File: config.mk
export PLATFORM = sky130hd
export DESIGN_NAME = hazard_ctrl_flat
export DESIGN_NICKNAME = d
export VERILOG_FILES = /design/src/rtl/hazard_ctrl_pkg.sv /design/src/rtl/hazard_ctrl_if.sv /design/src/rtl/hazard_track_stage.sv /design/src/rtl/hazard_ctrl.sv /design/src/flat_wrapper.sv
export SDC_FILE = /design/constraint.sdc
export NUM_CORES = 1
export LEC_CHECK = 0
export BUFFER_PORTS_ARGS = -buffer_cell sky130_fd_sc_hd__buf_2
export CORE_MARGIN = 1.5
export CORE_UTILIZATION = 45
export DETAILED_ROUTE_END_ITERATION = 7
export GPL_ROUTABILITY_DRIVEN = 0
export PLACE_DENSITY = 0.71
export SLEW_MARGIN = 20
export SYNTH_ARGS = -nofsm -noshare
export SYNTH_HDL_FRONTEND = slang
export SYNTH_SLANG_ARGS = --single-unit
File: constraint.sdc
create_clock -name clk -period 4.7 [get_ports clk]
set_input_delay 0.94 -clock clk [delete_from_list [all_inputs] [get_ports clk]]
set_output_delay 0.94 -clock clk [all_outputs]
set_load 0.01 [all_outputs]
File: src/rtl/hazard_ctrl_pkg.sv
// Shared types and codes for the hazard controller: register width, writeback select
// codes, forwarding select codes, tracker entry and match/priority helpers.
package hazard_ctrl_pkg;

    localparam int REG_AW = 5;

    localparam logic [1:0] WSEL_ALU  = 2'b00;
    localparam logic [1:0] WSEL_DRAM = 2'b01;
    localparam logic [1:0] WSEL_PC   = 2'b10;

    localparam logic [1:0] FWD_RD1   = 2'b00;
    localparam logic [1:0] FWD_EXMEM = 2'b01;
    localparam logic [1:0] FWD_MEMWB = 2'b10;
    localparam logic [1:0] FWD_WB    = 2'b11;

    typedef logic [REG_AW-1:0] reg_addr_t;

    typedef struct packed {
        logic      v;
        reg_addr_t rd;
        logic      ld;
    } trk_t;

    // x0 is hardwired, so a read of it never depends on an in-flight producer.
    function automatic logic src_match(input trk_t e, input logic used, input reg_addr_t rs);
        return e.v && used && (rs != '0) && (e.rd == rs);
    endfunction

    function automatic logic [1:0] fwd_pick(input logic m_ex, input logic m_mem, input logic m_wb);
        if (m_ex)       return FWD_EXMEM;
        else if (m_mem) return FWD_MEMWB;
        else if (m_wb)  return FWD_WB;
        else            return FWD_RD1;
    endfunction

endpackage

File: src/rtl/hazard_ctrl_if.sv
// Decode-side bundle between the ID stage and the hazard controller.
// master = pipeline (drives decode fields), slave = hazard_ctrl (drives stall/flush/forward).
interface hazard_ctrl_if;

    logic                         id_valid;
    hazard_ctrl_pkg::reg_addr_t   id_rs1;
    logic                         id_rs1_used;
    hazard_ctrl_pkg::reg_addr_t   id_rs2;
    logic                         id_rs2_used;
    hazard_ctrl_pkg::reg_addr_t   id_rd;
    logic                         id_rf_we;
    logic [1:0]                   id_rf_wsel;
    logic                         ex_br_taken;

    logic                         stall_pc;
    logic                         stall_if_id;
    logic                         flush_if_id;
    logic                         flush_id_ex;
    logic [1:0]                   fwd_a_sel;
    logic [1:0]                   fwd_b_sel;
    logic [31:0]                  stall_cycles;

    modport master (
        output id_valid, id_rs1, id_rs1_used, id_rs2, id_rs2_used,
               id_rd, id_rf_we, id_rf_wsel, ex_br_taken,
        input  stall_pc, stall_if_id, flush_if_id, flush_id_ex,
               fwd_a_sel, fwd_b_sel, stall_cycles
    );

    modport slave (
        input  id_valid, id_rs1, id_rs1_used, id_rs2, id_rs2_used,
               id_rd, id_rf_we, id_rf_wsel, ex_br_taken,
        output stall_pc, stall_if_id, flush_if_id, flush_id_ex,
               fwd_a_sel, fwd_b_sel, stall_cycles
    );

endinterface

File: src/rtl/hazard_track_stage.sv
// One in-flight destination tracker entry; 1-cycle latency, no backpressure (shifts every cycle).
// flush_i kills the valid bit of the entry being captured.
module hazard_track_stage
    import hazard_ctrl_pkg::*;
(
    input  logic clk,
    input  logic rst_n,
    input  logic flush_i,
    input  trk_t entry_i,
    output trk_t entry_o
);

    trk_t entry_q;
    trk_t entry_d;

    always_comb begin
        entry_d   = entry_i;
        entry_d.v = entry_i.v && !flush_i;
    end

    always_ff @(posedge clk or negedge rst_n) begin
        if (!rst_n) begin
            entry_q <= '0;
        end else begin
            entry_q <= entry_d;
        end
    end

    assign entry_o = entry_q;

endmodule

File: src/rtl/hazard_ctrl.sv
// Pipeline hazard control: stall/flush and EX operand forwarding selects from EX/MEM/WB tracker.
// Outputs are 0-cycle combinational from tracker + ID fields; no backpressure, tracker shifts every cycle.
// HAZARD_FORWARD_EN: defined = forward and stall only on load-use; undefined = stall until producer retires.
module hazard_ctrl
    import hazard_ctrl_pkg::*;
#(
    parameter logic [1:0] WSEL_LOAD    = WSEL_DRAM,
    parameter bit         RF_WB_BYPASS = 1'b1
) (
    input  logic         clk,
    input  logic         rst_n,
    hazard_ctrl_if.slave hz
);

    trk_t ex_d;
    trk_t ex_q;
    trk_t mem_q;
    trk_t wb_q;

    logic        stall_pc;
    logic        stall_if_id;
    logic        flush_if_id;
    logic        flush_id_ex;
    logic [1:0]  fwd_a_sel;
    logic [1:0]  fwd_b_sel;
    logic        hazard;
    logic [31:0] cnt_q;
    logic [31:0] cnt_d;

    logic m_ex_a, m_ex_b, m_mem_a, m_mem_b, m_wb_a, m_wb_b;

    always_comb begin
        ex_d.v  = hz.id_valid && hz.id_rf_we && (hz.id_rd != '0);
        ex_d.rd = hz.id_rd;
        ex_d.ld = (hz.id_rf_wsel == WSEL_LOAD);
    end

    hazard_track_stage u_ex  (.clk(clk), .rst_n(rst_n), .flush_i(flush_id_ex), .entry_i(ex_d),  .entry_o(ex_q));
    hazard_track_stage u_mem (.clk(clk), .rst_n(rst_n), .flush_i(1'b0),        .entry_i(ex_q),  .entry_o(mem_q));
    hazard_track_stage u_wb  (.clk(clk), .rst_n(rst_n), .flush_i(1'b0),        .entry_i(mem_q), .entry_o(wb_q));

    // The load flag of the retiring entry has no consumer.
    logic unused_wb_ld;
    assign unused_wb_ld = wb_q.ld;

    always_comb begin
        m_ex_a  = src_match(ex_q,  hz.id_rs1_used, hz.id_rs1);
        m_ex_b  = src_match(ex_q,  hz.id_rs2_used, hz.id_rs2);
        m_mem_a = src_match(mem_q, hz.id_rs1_used, hz.id_rs1);
        m_mem_b = src_match(mem_q, hz.id_rs2_used, hz.id_rs2);
        // With write-then-read regfile, a WB producer is already visible on rD1/rD2.
        m_wb_a  = !RF_WB_BYPASS && src_match(wb_q, hz.id_rs1_used, hz.id_rs1);
        m_wb_b  = !RF_WB_BYPASS && src_match(wb_q, hz.id_rs2_used, hz.id_rs2);
    end

    always_comb begin
        stall_pc    = 1'b0;
        stall_if_id = 1'b0;
        flush_if_id = 1'b0;
        flush_id_ex = 1'b0;
`ifdef HAZARD_FORWARD_EN
        hazard    = (m_ex_a || m_ex_b) && ex_q.ld;
        fwd_a_sel = fwd_pick(m_ex_a, m_mem_a, m_wb_a);
        fwd_b_sel = fwd_pick(m_ex_b, m_mem_b, m_wb_b);
`else
        hazard    = m_ex_a || m_ex_b || m_mem_a || m_mem_b || m_wb_a || m_wb_b;
        fwd_a_sel = FWD_RD1;
        fwd_b_sel = FWD_RD1;
`endif
        // A taken redirect squashes the stalled consumer anyway, so it overrides the stall.
        if (hz.ex_br_taken) begin
            flush_if_id = 1'b1;
            flush_id_ex = 1'b1;
        end else if (hazard) begin
            stall_pc    = 1'b1;
            stall_if_id = 1'b1;
            flush_id_ex = 1'b1;
        end
    end

    always_comb begin
        cnt_d = cnt_q;
        if (stall_pc && (cnt_q != 32'hFFFF_FFFF)) begin
            cnt_d = cnt_q + 32'd1;
        end
    end

    always_ff @(posedge clk or negedge rst_n) begin
        if (!rst_n) begin
            cnt_q <= '0;
        end else begin
            cnt_q <= cnt_d;
        end
    end

    assign hz.stall_pc     = stall_pc;
    assign hz.stall_if_id  = stall_if_id;
    assign hz.flush_if_id  = flush_if_id;
    assign hz.flush_id_ex  = flush_id_ex;
    assign hz.fwd_a_sel    = fwd_a_sel;
    assign hz.fwd_b_sel    = fwd_b_sel;
    assign hz.stall_cycles = cnt_q;

endmodule
File: src/flat_wrapper.sv
// flat-port wrapper written by rule: the top's interface ports become plain ports
module hazard_ctrl_flat import hazard_ctrl_pkg::*;
#(
    parameter logic [1:0] WSEL_LOAD    = WSEL_DRAM,
    parameter bit         RF_WB_BYPASS = 1'b1
)
  (clk, rst_n, hz_id_valid, hz_id_rs1, hz_id_rs1_used, hz_id_rs2, hz_id_rs2_used, hz_id_rd, hz_id_rf_we, hz_id_rf_wsel, hz_ex_br_taken, hz_stall_pc, hz_stall_if_id, hz_flush_if_id, hz_flush_id_ex, hz_fwd_a_sel, hz_fwd_b_sel, hz_stall_cycles);
  hazard_ctrl_if hz_i ();
  input  logic clk;
  input  logic rst_n;
  input wire logic [$bits(hz_i.id_valid)-1:0] hz_id_valid;
  input wire logic [$bits(hz_i.id_rs1)-1:0] hz_id_rs1;
  input wire logic [$bits(hz_i.id_rs1_used)-1:0] hz_id_rs1_used;
  input wire logic [$bits(hz_i.id_rs2)-1:0] hz_id_rs2;
  input wire logic [$bits(hz_i.id_rs2_used)-1:0] hz_id_rs2_used;
  input wire logic [$bits(hz_i.id_rd)-1:0] hz_id_rd;
  input wire logic [$bits(hz_i.id_rf_we)-1:0] hz_id_rf_we;
  input wire logic [$bits(hz_i.id_rf_wsel)-1:0] hz_id_rf_wsel;
  input wire logic [$bits(hz_i.ex_br_taken)-1:0] hz_ex_br_taken;
  output wire logic [$bits(hz_i.stall_pc)-1:0] hz_stall_pc;
  output wire logic [$bits(hz_i.stall_if_id)-1:0] hz_stall_if_id;
  output wire logic [$bits(hz_i.flush_if_id)-1:0] hz_flush_if_id;
  output wire logic [$bits(hz_i.flush_id_ex)-1:0] hz_flush_id_ex;
  output wire logic [$bits(hz_i.fwd_a_sel)-1:0] hz_fwd_a_sel;
  output wire logic [$bits(hz_i.fwd_b_sel)-1:0] hz_fwd_b_sel;
  output wire logic [$bits(hz_i.stall_cycles)-1:0] hz_stall_cycles;
  assign hz_i.id_valid = hz_id_valid;
  assign hz_i.id_rs1 = hz_id_rs1;
  assign hz_i.id_rs1_used = hz_id_rs1_used;
  assign hz_i.id_rs2 = hz_id_rs2;
  assign hz_i.id_rs2_used = hz_id_rs2_used;
  assign hz_i.id_rd = hz_id_rd;
  assign hz_i.id_rf_we = hz_id_rf_we;
  assign hz_i.id_rf_wsel = hz_id_rf_wsel;
  assign hz_i.ex_br_taken = hz_ex_br_taken;
  assign hz_stall_pc = hz_i.stall_pc;
  assign hz_stall_if_id = hz_i.stall_if_id;
  assign hz_flush_if_id = hz_i.flush_if_id;
  assign hz_flush_id_ex = hz_i.flush_id_ex;
  assign hz_fwd_a_sel = hz_i.fwd_a_sel;
  assign hz_fwd_b_sel = hz_i.fwd_b_sel;
  assign hz_stall_cycles = hz_i.stall_cycles;
  hazard_ctrl #(.WSEL_LOAD(WSEL_LOAD), .RF_WB_BYPASS(RF_WB_BYPASS)) u_core (.clk(clk), .rst_n(rst_n), .hz(hz_i));
endmodule
Word level (Yosys, flattened, before mapping)

Cells that the tools add are included.

Add/subtract/negate cells: 1
Equality and inequality tests: 5
Muxes and demuxes: 4
Reduce and logical (&&, ||, !) cells: 23

Operators by type and width:

| operator              | number |
|---|---|
| $add 32x1->32 const B | 1 |
| $ne 32x32->1 const B  | 1 |
| $eq 5x5->1            | 4 |
| $logic_and 1x1->1     | 16 |
| $reduce_bool 5->1     | 3 |
| $mux 1                | 4 |
| $logic_or 1x1->1      | 3 |
| $logic_not 1->1       | 1 |

Register bits: 44
Bits of input ports: 24
Output and inout port bits: 40
Word-level logic and storage cells: 38

Longest topological paths before layout

Depth in word-level cells: 10
Gate-level depth with buffers: 8
Mapped depth without buffers: 7

By module

Synthesis repeated with hierarchy kept, for this count alone.

Cells, all modules: 215
Area total of the unflattened synthesis: 2322.2 um2

By module, submodules not included:

| module             | times used | cells an instance | area each (um2) | sequential area each (um2) |
|---|---|---|---|---|
| hazard_ctrl        | 1          | 199               | 1944.4          | 800.8 |
| hazard_track_stage | 2          | 8                 | 188.9           | 175.2 |

Least setup slack after synthesis

No wires, ideal clock.

Kind: in2out
Start: input port hz_id_rs2[4]
End: output port hz_stall_pc
Data arrival time: 2.237 ns
Data required time: 3.760 ns
Path slack: 1.523 ns
Stages: 6
Buffers on the path: 2
Cell sequence: xor2_1 -> nor4_1 -> a32oi_1 -> o32ai_2 -> buf_2 -> buf_4

Word-level cells in the longest chain between the ends: 8
Elaborated cells on any way between the ends: 12
Classes of those cells: eq/ne: 2; mux: 2; reduce/logical: 8

RTL lines:

| what                           | RTL line              | text |
|---|---|---|
| start: declaration             | flat_wrapper.sv:14    | `input wire logic [$bits(hz_i.id_rs2)-1:0] hz_id_rs2;` |
| $reduce_bool 5->1              | hazard_ctrl_pkg.sv:26 | `return e.v && used && (rs != '0) && (e.rd == rs);` |
| $logic_and 1x1->1 (2 in a row) | hazard_ctrl_pkg.sv:26 |  |
| $logic_or 1x1->1 (2 in a row)  | hazard_ctrl.sv:66     | `hazard = m_ex_a \|\| m_ex_b \|\| m_mem_a \|\| m_mem_b \|\| m_wb_a \|\| m_wb_b;` |
| $logic_or 1x1->1 *             | hazard_ctrl.sv:66     |  |
| $mux 1 * (2 in a row)          | -                     |  |
| end: declaration               | flat_wrapper.sv:20    | `output wire logic [$bits(hz_i.stall_pc)-1:0] hz_stall_pc;` |

Mark *: on every way between the ends. The rest lies on a longest branch, timed or not.

Worst setup path after layout

Start: input port hz_id_rs2[4]
End: output port hz_stall_pc

Word-level cells in the longest chain between the ends: 8
Elaborated cells on any way between the ends: 12
Classes of those cells: eq/ne: 2; mux: 2; reduce/logical: 8

RTL lines:

| what                           | RTL line              | text |
|---|---|---|
| $reduce_bool 5->1              | hazard_ctrl_pkg.sv:26 |  |
| $logic_and 1x1->1 (2 in a row) | hazard_ctrl_pkg.sv:26 |  |
| $logic_or 1x1->1 (2 in a row)  | hazard_ctrl.sv:66     |  |
| $logic_or 1x1->1 *             | hazard_ctrl.sv:66     |  |
| $mux 1 *                       | hazard_ctrl.sv:74     | `end else if (hazard) begin` |
| $mux 1 *                       | hazard_ctrl.sv:71     | `if (hz.ex_br_taken) begin` |

Marked as above.

==> metrics.cfg <==
[synthesis]
avgSynthCellArea_um2 = 10.8
yosysTopAreaCellShare_pct = 49.4
yosysWarningCount = 0
ys_ff_latch = 44
synthCells = 207
synth_cell_type_count = 31
ys_seq_area_share_pct = 49.4
ys_top_cells_by_area = dfrtp_1, xnor2_1, xor2_1
yosys.area.top_type = dfrtp_1
syn_area_um2 = 2230

[flow_run]
maxCapViolCount = 0

[worst_setup_path]
end_kind = output pin
cp-start-kind = input pin
cp.required_ns = 3.76
critPathMaxFanout = 8
arrival_ns = 2.44
rr_endpoint = u_core.hz.stall_cycles[16]
slowest_delay_ns = 0.47
cp_cell_sequence = buf_2 > xor2_1 > nor4_1 > a32oi_1 > o32ai_4 > buf_2
r2r_setup_slack_ns = 2.01
slowest_stage = o32ai_4
r2r-start = u_core.hz.stall_cycles[0]
r2r.worst_path.cells = 7
crit_type = input pin to output pin
cp_common_cell = buf_2

[power]
p_int_uw = 565
power_density_nw_per_um2 = 269
p_sw_uw = 153
seqPwrFrac_pct = 54.9
clkPwrFrac_pct = 38.2
p_sw_share_pct = 21.3
ir_drop_mv = 0.143
p_leak_uw = 0.00129
p_comb_share_pct = 6.9

[routing]
drc = 0
ant_nets = 0
totalWireLength_mm = 4.52
vias = 1699
drtIter0Drc = 64
vias_per_cell = 5.12
dr.pass1.iters = 4
wl_per_cell_um = 13.6

[grt]
grt_max_degree = 45
grt_pass1_wl_mm = 7.46
grt_usage_pct = 18.2
antenna_found_initial = 0
grt_pass1_vias = 1673
overflow = 0

[layout]
syn_to_final_growth_pct = 19.5
nNetsFinal = 289
multi_input_area_um2 = 1070
design_area_um2 = 2670
regArea_um2 = 1100
n_antenna_cell = 0
drive_gt1_share_pct = 26.4
fillerInstances = 448

[clock_network]
cts_setup_buffers = 0
clockBufferDepth = 2
cts_buffers = 5
cts_hold_buf = 0
ctsResizeCount = 0
cts.htree.levels = 2
clock_sinks = 44
cts_tree = yes
clkSlewWorstSetupHoldPaths_ns = 0.07
insertion_delay_ns = 0.29
cts-root-buf = clkbuf_8

[sta]
tns_ns = 0
report.final.slew_viol_count = 0
post-route-min-period_ns = 3.38
relSlewSlack_pct = 37.2
finalCritPeriodShare_pct = 71.9
final-setup-viol-count = 0
hold_viol_final = 0
max_freq_mhz = 296
tightest_slew_ns = 0.942
rsz0062_at_grt = false
fin_skew_ns = 0.0113

[die]
row_count = 25
die_area_um2 = 5390
start_util_pct = 46.9
num_io_pins = 64
die_h_um = 73.4
placeableCoreArea_um2 = 4750
die_width_um = 73.4

[min_path]
hp-start = u_core.u_ex.entry_o[6]
hold_depth = 0
hold_class = flip-flop to flip-flop
holdPathEnd = u_core.u_mem.entry_o[6]

[outcome]
outcome = completed

[place]
dp_hpwl_mm = 3.39
portBuffers = 57
place_area_um2 = 2560

## final cells by class
class | instances | share of cell area (%)
Clock buffer | 6 | 2.72
Clock inverter | 2 | 1.31
Inverter | 3 | 0.422
Multi-Input combinational cell | 152 | 40.1
Sequential cell | 44 | 41.3
Tap cell | 67 | 3.14
Timing Repair Buffer | 58 | 11.0
## state kept, by name, indices dropped and copies added, names as in the netlist
register,flops
u_core.u_mem.entry_o,6
u_core.hz.stall_cycles,32
u_core.u_ex.entry_o,6
## synth_stat cells, drive strengths merged
master / number
xnor2: 32
nor2: 10
and4bb: 1
clkbuf: 1
o32ai: 1
o211ai: 1
nand4: 15
and2: 3
dfrtp: 44
xor2: 18
o221ai: 1
and4: 3
nand3: 19
nand2b: 1
nor3b: 2
mux2: 1
mux2i: 1
nor3: 1
ha: 1
a32oi: 2
or4: 3
nor4: 6
nand2: 10
buf: 10
inv: 3
and3: 14
o21ai: 2
conb: 1
## through the flow
step                      hold WS, ns  std cells  utilization [%]  power [µW]  setup slack, ns
after CTS                       0.398        332             56.1         729             1.28
final                           0.396        332             56.1         718             1.32
after global routing            0.420        332             56.1         752             1.09
after detailed placement        0.382        324             53.8         452             1.29
after floorplan                 0.359        210                -         426             1.52
after global placement          0.373        324             53.8         450             1.29
## metal layers
layer,up-vias,GRT usage (%),wire length [µm]
li1,833,-,-
met1,815,23.8,2120
met2,45,29.0,2160
met3,6,4.80,193
met4,0,6.79,52
met5,-,0,0
## worst max-delay path by stage
stage | to | cells after the start | from
detailed placement | hz_stall_pc | 6 | hz_id_rs2[4]
CTS | hz_stall_pc | 6 | hz_id_rs2[4]
global route | hz_stall_pc | 6 | hz_id_rs2[4]
global placement | hz_stall_pc | 6 | hz_id_rs2[4]
floorplan | hz_stall_pc | 6 | hz_id_rs2[4]
finish | hz_stall_pc | 6 | hz_id_rs2[4]
## cell families (layout without fill, tap and decap cells)
family                     Yosys count  after routing  synth area share, %
other                                1              4                0.168
AOI/OAI and AO/OA                    7              7                 2.69
and+or+nand+nor                     88             88                 22.9
muxes                                2              2                0.953
adders and majority gates            1              1                0.561
xor gates and xnor gates            50             50                 19.6
DFF                                 44             44                 49.4
buffers and inverters               14             69                 3.70
## layout by cell type (no fill, tap or decap), drive strengths merged, types with 4 or more instances in the layout
master,synthesis,final
clkbuf,1,6
and3,14,14
xor2,18,18
dfrtp,44,44
conb,1,4
buf,10,58
nor4,6,6
xnor2,32,32
nand4,15,15
nand3,19,19
nand2,10,10
nor2,10,10
## power by group through the flow
stage	clock [µW]	sequential [µW]	combinational, µW
floorplan	0	402	24.2
global placement	0	402	48.7
detailed placement	0	402	50.0
CTS	284	394	50.1
global route	300	396	56.1
finish	274	394	49.4
## critical path: cells and delay by family
kind	cells	cell delay, ns
simple gates	1	0.31
compound gates	2	0.69
xor+xnor	1	0.15
buf+inv	2	0.34
No activity file was read; power rests on OpenSTA's default activity.
